`src/rtl/prog_ctrl_pkg.sv`:
```
// Purpose: shared types and default constants for the run/program-mode sequencer.
// Latency: n/a (types, constants and an elaboration-time helper only).
// Backpressure: n/a.
package prog_ctrl_pkg;

    typedef enum logic [1:0] {
        ST_RUN   = 2'b00,
        ST_PROG  = 2'b01,
        ST_DRAIN = 2'b10,
        ST_HOLD  = 2'b11
    } prog_state_e;

    localparam int DEF_DEBOUNCE_CYCLES = 1_000_000;
    localparam int DEF_DRAIN_CYCLES    = 64;
    localparam int DEF_RST_HOLD_CYCLES = 16;
    localparam int DEF_ADR_W           = 15;

    // Minimum time in PROG before the done level is trusted; covers the
    // synchronizer delay so a done left over from a previous session is
    // cleared by the programmer reset before it can be seen.
    localparam int DONE_QUAL_CYCLES = 4;

    function automatic int max3(input int a, input int b, input int c);
        int m;
        m = (a > b) ? a : b;
        return (m > c) ? m : c;
    endfunction

endpackage

```
`src/rtl/key_debounce.sv`:
```
// Purpose: synchronize and debounce a raw board key into a single press pulse.
// Latency: 2 sync cycles + CYCLES stable-high cycles to the (combinational) pulse.
// Backpressure: none; one pulse per press, re-armed only after CYCLES stable-low cycles.
//
// Ports: fpga_clk/fpga_rst_n clock and async active-low reset; key_raw is the
// asynchronous key level; press_pls is high for exactly one cycle per accepted press.
module key_debounce #(
    parameter int CYCLES = 4
) (
    input  logic fpga_clk,
    input  logic fpga_rst_n,
    input  logic key_raw,
    output logic press_pls
);

    localparam int CW = $clog2(CYCLES + 1);
    localparam logic [CW-1:0] LAST = CW'(CYCLES - 1);

    logic [1:0]    sync_q;
    logic          armed_q;
    logic [CW-1:0] cnt_q;
    logic          key_s;
    logic          phase_match;

    assign key_s = sync_q[1];

    // While armed we count stable-high cycles toward a press; once fired we
    // count stable-low cycles toward re-arming. Any other level restarts.
    assign phase_match = armed_q ? key_s : ~key_s;
    assign press_pls   = armed_q & key_s & (cnt_q == LAST);

    always_ff @(posedge fpga_clk or negedge fpga_rst_n) begin
        if (!fpga_rst_n) begin
            sync_q  <= 2'b00;
            armed_q <= 1'b1;
            cnt_q   <= '0;
        end else begin
            sync_q <= {sync_q[0], key_raw};
            if (!phase_match) begin
                cnt_q <= '0;
            end else if (cnt_q == LAST) begin
                cnt_q   <= '0;
                armed_q <= ~armed_q;
            end else begin
                cnt_q <= cnt_q + 1'b1;
            end
        end
    end

endmodule

```
`src/rtl/prog_mode_ctrl.sv`:
```
// Purpose: choose between CPU execution and UART download; sequence the two resets.
// Latency: key 2+DEBOUNCE_CYCLES+1 to PROG; done 3 to DRAIN; DRAIN_CYCLES+RST_HOLD_CYCLES to CPU release.
// Backpressure: none; programmer writes are gated, never stalled.
//
// Ports: fpga_clk, fpga_rst_n (async active-low); start_pg_i raw key; upg_done_i,
// upg_wen_i, upg_adr_i from the UART programmer; upg_rst_o / cpu_rst_o active-high
// resets; rom_upg_wen_o / ram_upg_wen_o gated write enables; prog_busy_o LED;
// word_cnt_o words written in the current download.
module prog_mode_ctrl
    import prog_ctrl_pkg::*;
#(
    parameter int DEBOUNCE_CYCLES = DEF_DEBOUNCE_CYCLES,
    parameter int DRAIN_CYCLES    = DEF_DRAIN_CYCLES,
    parameter int RST_HOLD_CYCLES = DEF_RST_HOLD_CYCLES,
    parameter int ADR_W           = DEF_ADR_W
) (
    input  logic             fpga_clk,
    input  logic             fpga_rst_n,
    input  logic             start_pg_i,
    input  logic             upg_done_i,
    input  logic             upg_wen_i,
    input  logic [ADR_W-1:0] upg_adr_i,
    output logic             upg_rst_o,
    output logic             cpu_rst_o,
    output logic             rom_upg_wen_o,
    output logic             ram_upg_wen_o,
    output logic             prog_busy_o,
    output logic [ADR_W-1:0] word_cnt_o
);

    localparam int CNT_W = $clog2(max3(DRAIN_CYCLES, RST_HOLD_CYCLES, DONE_QUAL_CYCLES) + 1);
    localparam logic [CNT_W-1:0] DRAIN_LAST = CNT_W'(DRAIN_CYCLES - 1);
    localparam logic [CNT_W-1:0] HOLD_LAST  = CNT_W'(RST_HOLD_CYCLES - 1);
    localparam logic [CNT_W-1:0] QUAL_LAST  = CNT_W'(DONE_QUAL_CYCLES - 1);

    prog_state_e      state_q;
    prog_state_e      state_d;
    logic [CNT_W-1:0] cnt_q;
    logic [1:0]       done_sync_q;
    logic [1:0]       wen_sync_q;
    logic             wen_prev_q;
    logic [ADR_W-1:0] word_cnt_q;

    logic press;
    logic done_s;
    logic wen_rise;
    logic busy;
    logic adr_lo_unused;

    key_debounce #(
        .CYCLES (DEBOUNCE_CYCLES)
    ) u_key_debounce (
        .fpga_clk   (fpga_clk),
        .fpga_rst_n (fpga_rst_n),
        .key_raw    (start_pg_i),
        .press_pls  (press)
    );

    assign done_s   = done_sync_q[1];
    assign wen_rise = wen_sync_q[1] & ~wen_prev_q;

    // Only the bank-select bit is decoded here; the word offset goes straight
    // to the memories.
    assign adr_lo_unused = ^upg_adr_i[ADR_W-2:0];

    always_comb begin
        state_d   = state_q;
        busy      = 1'b0;
        cpu_rst_o = 1'b1;
        upg_rst_o = 1'b1;
        unique case (state_q)
            ST_HOLD: begin
                if (cnt_q == HOLD_LAST) state_d = ST_RUN;
            end
            ST_RUN: begin
                cpu_rst_o = 1'b0;
                if (press) state_d = ST_PROG;
            end
            ST_PROG: begin
                busy      = 1'b1;
                upg_rst_o = 1'b0;
                // Completion wins over a simultaneous abort press.
                if (done_s && (cnt_q >= QUAL_LAST)) state_d = ST_DRAIN;
                else if (press)                     state_d = ST_HOLD;
            end
            ST_DRAIN: begin
                busy      = 1'b1;
                upg_rst_o = 1'b0;
                if (cnt_q == DRAIN_LAST) state_d = ST_HOLD;
            end
            default: begin
                state_d = ST_HOLD;
            end
        endcase
    end

    assign prog_busy_o   = busy;
    assign rom_upg_wen_o = upg_wen_i & ~upg_adr_i[ADR_W-1] & busy;
    assign ram_upg_wen_o = upg_wen_i &  upg_adr_i[ADR_W-1] & busy;
    assign word_cnt_o    = word_cnt_q;

    always_ff @(posedge fpga_clk or negedge fpga_rst_n) begin
        if (!fpga_rst_n) begin
            state_q     <= ST_HOLD;
            cnt_q       <= '0;
            done_sync_q <= 2'b00;
            wen_sync_q  <= 2'b00;
            wen_prev_q  <= 1'b0;
            word_cnt_q  <= '0;
        end else begin
            state_q     <= state_d;
            done_sync_q <= {done_sync_q[0], upg_done_i};
            wen_sync_q  <= {wen_sync_q[0], upg_wen_i};
            wen_prev_q  <= wen_sync_q[1];

            // One timer shared by DRAIN and HOLD; it also measures time spent
            // in PROG for done qualification, so it saturates instead of wrapping.
            if (state_d != state_q)   cnt_q <= '0;
            else if (cnt_q != '1)     cnt_q <= cnt_q + 1'b1;

            if ((state_d == ST_PROG) && (state_q != ST_PROG)) begin
                word_cnt_q <= '0;
            end else if ((state_q == ST_PROG) && wen_rise && (word_cnt_q != '1)) begin
                word_cnt_q <= word_cnt_q + 1'b1;
            end
        end
    end

endmodule

```
`config.mk`:
```
export PLATFORM = sky130hd
export DESIGN_NAME = prog_mode_ctrl
export DESIGN_NICKNAME = d
export VERILOG_FILES = /design/src/rtl/prog_ctrl_pkg.sv /design/src/rtl/key_debounce.sv /design/src/rtl/prog_mode_ctrl.sv
export SDC_FILE = /design/constraint.sdc
export NUM_CORES = 1
export LEC_CHECK = 0
export CORE_ASPECT_RATIO = 0.8
export CORE_MARGIN = 2
export CORE_UTILIZATION = 35
export CTS_CLUSTER_DIAMETER = 50
export DETAILED_ROUTE_END_ITERATION = 10
export SYNTH_ARGS = -nofsm -noshare
export SYNTH_HDL_FRONTEND = slang
export SYNTH_SLANG_ARGS = --single-unit
```
`constraint.sdc`:
```
create_clock -name fpga_clk -period 3.7 [get_ports fpga_clk]
set_clock_uncertainty 0.2 [all_clocks]
set_input_delay 0.74 -clock fpga_clk [delete_from_list [all_inputs] [get_ports fpga_clk]]
set_output_delay 0.74 -clock fpga_clk [all_outputs]
set_load 0.03 [all_outputs]
```
-- Word-level counts from Yosys, hierarchy flattened
Cells that the tools add are included.
- flip-flop bits (word level): 52
- input bits: 20
- output and inout port bits: 20
- logic and storage cells: 60
- $add $sub $neg: 3
- order comparisons: 1
- equal/unequal tests: 11
- multiplexer cells: 16
- bitwise gates (word level): 11
- reduce and logical (&&, ||, !) cells: 9
- operators by type and width (kind ; number):
    2-to-1 mux 20 bit ; 2
    2-to-1 mux 15 bit ; 2
    adder 20 x 1 -> 20 bit, second input constant ; 1
    == test 20 bit, second input constant ; 1
    adder 15 x 1 -> 15 bit, second input constant ; 1
    inequality test 15 bit, second input constant ; 1
    2-to-1 mux 7 bit ; 2
    2-to-1 mux 2 bit ; 5
    case mux 2 bit (4 select lines) ; 1
    adder 7 x 1 -> 7 bit, second input constant ; 1
    bitwise AND 1 bit ; 7
    == test 7 x 4 -> 1 bit, second input constant ; 1
    == test 7 x 6 -> 1 bit, second input constant ; 1
    greater-or-equal comparator 7 x 2 -> 1 bit, second input constant ; 1
    inequality test 7 bit, second input constant ; 1
    == test 2 x 1 -> 1 bit, second input constant ; 2
    == test 2 bit, second input constant ; 2
    logical AND 1 bit ; 4
    2-to-1 mux 1 bit ; 4
    NOT 1 bit ; 4
    nonzero test 2 bit ; 2
    logical NOT 2 bit ; 1
    inequality test 2 x 1 -> 1 bit, second input constant ; 1
    inequality test 2 bit ; 1
    other kinds (2) ; 2

-- Depth between registers and ports, before layout
- depth in word-level cells: 8
- mapped depth: 9
- mapped depth without buffers: 7

-- Hierarchy
A second synthesis with hierarchy kept.
- cells, all modules: 277
- area, all modules: 2733.9 µm²
- by module, submodules not included (module ; times used ; cells each ; area each (µm²) ; seq. area each (µm²)):
    prog_mode_ctrl ; 1 ; 166 ; 1619.1 ; 728.2
    key_debounce ; 1 ; 111 ; 1114.8 ; 576.8

-- Worst setup path after synthesis
OpenSTA, ideal clock, no wires.
- kind: reg2out
- start: reg state_q[0]
- end: out rom_upg_wen_o
- data arrival time: 1.764 ns
- required time: 2.760 ns
- path slack: 0.996 ns
- stages on the path, launching flop included: 5
- buffers on the path: 0
- cells stage by stage: dfstp_2 clkinv_1 ha_1 nand2_1 nor2_1
- longest elaborated chain between the ends: 4
- elaborated cells on any way between the ends: 5
- those cells by class: 2 x eq/ne; 1 x mux; 1 x bitwise; 1 x reduce/logical
- RTL lines (what ; RTL line ; source):
    from (decl) ; prog_mode_ctrl.sv:36 ; prog_state_e state_q;
    from (signal assigned) ; prog_mode_ctrl.sv:111 ; state_q <= state_d;
    == test 2 x 1 -> 1 bit / == test 2 bit (equally long branches) ; prog_mode_ctrl.sv:71 ; unique case (state_q)
    OR reduction 2 bit (no source line) * ; - ;
    2-to-1 mux 1 bit * ; prog_mode_ctrl.sv:71 ;
    via prog_busy_o ; prog_mode_ctrl.sv:27 ; output logic prog_busy_o,
    bitwise AND 1 bit * ; prog_mode_ctrl.sv:98 ; assign rom_upg_wen_o = upg_wen_i & ~upg_adr_i[ADR_W-1] & busy;
    to (decl) ; prog_mode_ctrl.sv:25 ; output logic rom_upg_wen_o,
Mark *: on every way through the listed nets, which the timed path passes. The rest lies on a longest branch.

-- Final worst setup path
- start: reg state_q[0]
- end: out ram_upg_wen_o
- longest elaborated chain between the ends: 4
- elaborated cells on any way between the ends: 5
- those cells by class: 2 x eq/ne; 1 x mux; 1 x bitwise; 1 x reduce/logical
- RTL lines (what ; RTL line ; source):
    == test 2 x 1 -> 1 bit / == test 2 bit (equally long branches) ; prog_mode_ctrl.sv:71 ;
    OR reduction 2 bit (no source line) * ; - ;
    2-to-1 mux 1 bit * ; prog_mode_ctrl.sv:71 ;
    bitwise AND 1 bit * ; prog_mode_ctrl.sv:99 ; assign ram_upg_wen_o = upg_wen_i & upg_adr_i[ADR_W-1] & busy;
    to (decl) ; prog_mode_ctrl.sv:26 ; output logic ram_upg_wen_o,
Mark *: on every way between the ends. The rest lies on a longest branch, timed or not.

==> results.tsv <==
stage	metric	value	unit
outcome	run status	finished clean	
route	DRC violation count after routing	0	
cts	clock-pin slew reported for the worst setup and hold paths after clock tree synthesis	0.09	ns
die	Die H	85.03	um
cts	clock tree from TritonCTS	yes	
synth	Gate Count Post-Synth	282	
sta	total count of hold-check failures in the final report	0	
sta	Final Cycle Share	91.49	%
die	Die Outline Area	0.008953	mm2
synth	sequential element share of the synthesized area	45.43	%
synth	cell type contributing the most total cell area after synthesis	dfrtp_1	
route	post-detailed-route wirelength per cell	14.32	um
finish	Net count, final	337	
worst_hold_path	worst min-delay path class	flip-flop to flip-flop	
place	total half-perimeter wirelength after legalization and detailed placement	4252	um
synth	post-synthesis area per instance	10.19	um2
global_routing	largest net degree at the start of global routing	27	
power	power density relative to cell area	283.3	mW/mm2
synth	top flip-flop cell by instance count after synthesis	dfrtp_1	
finish	synth-to-layout area growth	15.33	%
synth	Async SR Flop Fraction	100.0	%
synth	warnings from Yosys	0	
cts	Post CTS Setup Buffer Count	0	
route	total number of vias	2140	
cts	number of buffers added to fix hold violations after cts	0	
route	antenna-violating nets left	0	
sta	Max transition margin	53.85	%
sta	Finish-stage setup viols	0	
route	detailed router's first-iteration violation count	86	
cts	PostCTS Resize Cnt	0	
place	Final Wtd Congestion	0.8566	
die	I/O pin count	40	
synth	Yosys reg bits	52	
sta	min Tclk post-route	3.385	ns
flow_run	count of maximum capacitance violations	0	
sta	Slew Viols, Final	0	
global_routing	overall global routing resource usage	14.37	%
global_routing	antenna violations before repair	0	
global_routing	vias in the first global route	2094	
cts	master cell of the clock root buffer	clkbuf_8	
cts	H-tree Lvls	2	
sta	Sum Neg Setup Slack	0	ns
global_routing	wire length of the first global-routing pass	10380	um
synth	Mapped Area	0.002873	mm2
finish	share of cells above drive strength 1	11.94	%
sta	measured slew at the worst slew-check pin	0.6870	ns
die	standard-cell rows	29	
cts	number of buffers created by CTS	5	
setup_path	data arrival time at the worst-slack endpoint	2.45	ns
cts	sinks on the clock net	52	
synth	count of distinct cell types in the synthesized netlist	56	
finish	antenna diode count	0	
synth	main area contributors after synthesis	dfrtp_1, xor2_1, ha_1, nor2_1, nand3_1	
global_routing	total congestion overflow	0	
sta	Highest Clock Rate	295.4	MHz
die	initial cell density of the core	36.15	%
setup_path	endpoint class of the critical path	primary output	
power	IR Drop Worst-Case VDD	0.0001366	V
power	static leakage	1.321	nW
setup_path	crit-path max FO	9	
sta	unrepaired setup endpoints after global routing	no	
cts	later-pin clock latency in the skew report	0.31	ns
synth	Syn Nets	310	
die	Horiz. Die Dim	105.3	um
setup_path	CP startpoint kind	flip-flop	
route	post-detailed-route via-to-cell ratio	5.120	
synth	top-area cell type share of the netlist area	42.68	%
cts	buffer levels on the longest clock path	2	
power	sum of internal, switching and leakage power	0.9386	mW
place	input/output buffers	25	
setup_path	required time reported for the critical path endpoint	2.76	ns
route	iteration count of the initial detailed-routing pass	4	
die	Core Footprint	0.007946	mm2
synth	number of enable flip-flop cells after synthesis	0	
setup_path	Worst Path Class, Setup	flip-flop to primary output	
route	drt total wl	5984	um
## cell type report
class	count	area, um2
flip-flops and latches	52	1305
clock buffers	8	90.09
inverters	13	48.80
well taps	108	135.1
multi-input cells	209	1466
fillers	780	4633
repair buffers	28	267.8
## synthesized netlist by cell type (3+ instances only)
library cell  instances
dfrtp_1              49
nor2_1               26
nand3_1              18
xor2_1               18
nor3_1               14
a21oi_1              13
inv_1                12
a21oi_2              10
nand2_1              10
xnor2_1              10
o21ai_0               9
ha_1                  8
and3_1                7
nand4_1               7
and2_1                5
and4_1                5
a211oi_1              4
o211ai_1              4
or3_1                 4
buf_2                 3
dfstp_2               3
## per-layer routing
layer	share of wire, %	GRT usage [%]	up-vias
met4	0.95	4.000	0
met3	2.4	3.226	6
met2	43	20.65	21
li1	-	-	1080
met5	0	0	-
met1	54	21.62	1033
## placed cells by master (no fill, tap or decap), types with 3 or more instances in the layout
cell / count
dfrtp_1: 49
nor2_1: 26
clkdlybuf4s50_1: 24
nand3_1: 18
xor2_1: 18
nor3_1: 14
a21oi_1: 13
inv_1: 12
nand2_1: 10
xnor2_1: 10
a21oi_2: 10
o21ai_0: 9
ha_1: 8
nand4_1: 7
and3_1: 7
clkbuf_8: 6
and4_1: 5
and2_1: 5
or3_1: 4
a211oi_1: 4
o211ai_1: 4
buf_4: 3
dfstp_2: 3
## per-stage QoR
step	cells	util [%]	instance area, um2	hold WS, ns	setup slack (ns)
final	418	41.69	3313	0.1613	0.3149
after global routing	418	41.69	3313	0.1708	0.1748
after CTS	418	41.69	3313	0.1607	0.3092
after detailed placement	410	40.56	3223	0.1396	0.6695
after global placement	410	40.56	3223	0.1348	0.6663
after floorplan	282	-	2873	0.1312	0.9961
## where the power goes
group,internal (mW),switching [mW],total [mW]
sequential,0.574,0.00425,0.579
combinational,0.00962,0.0195,0.0291
clock,0.153,0.178,0.331
## state kept, by name, summed over array words and instances, names as in the netlist
register	count
done_sync_q	2
u_key_debounce.cnt_q	20
wen_prev_q	1
wen_sync_q	2
word_cnt_o	15
u_key_debounce.sync_q	2
state_q	2
cnt_q	7
u_key_debounce.armed_q	1
## worst max-delay path, cell delays in order, from the launching register on
cell	delay, ns
dfstp_2	0.58
clkinv_1	0.25
ha_1	0.47
and3_1	0.18
clkdlybuf4s50_1	0.66
## kinds of logic after synthesis
group / count (synthesis) / share of synthesized area (%)
muxes: 2 / 0.6969
AOI/OAI and AO/OA: 59 / 15.59
xor gates and xnor gates: 28 / 8.536
adders and majority gates: 8 / 3.484
and+or+nand+nor: 112 / 22.74
buffers and inverters: 21 / 3.528
DFF: 52 / 45.43
## final timing paths
kind | cells past startpoint | startpoint | slack (ns) | endpoint
min in group asynchronous | 1 | fpga_rst_n | 0.22 | word_cnt_o[7]
hold / removal | 0 | done_sync_q[0] | 0.16 | done_sync_q[1]
setup reg to reg | 7 | state_q[1] | 1.14 | word_cnt_o[10]
max in group asynchronous | 2 | fpga_rst_n | 2.38 | u_key_debounce.armed_q
hold reg to reg | 0 | done_sync_q[0] | 0.16 | done_sync_q[1]
setup / recovery | 4 | state_q[0] | 0.31 | ram_upg_wen_o
Power figures use the tool's default switching activity.
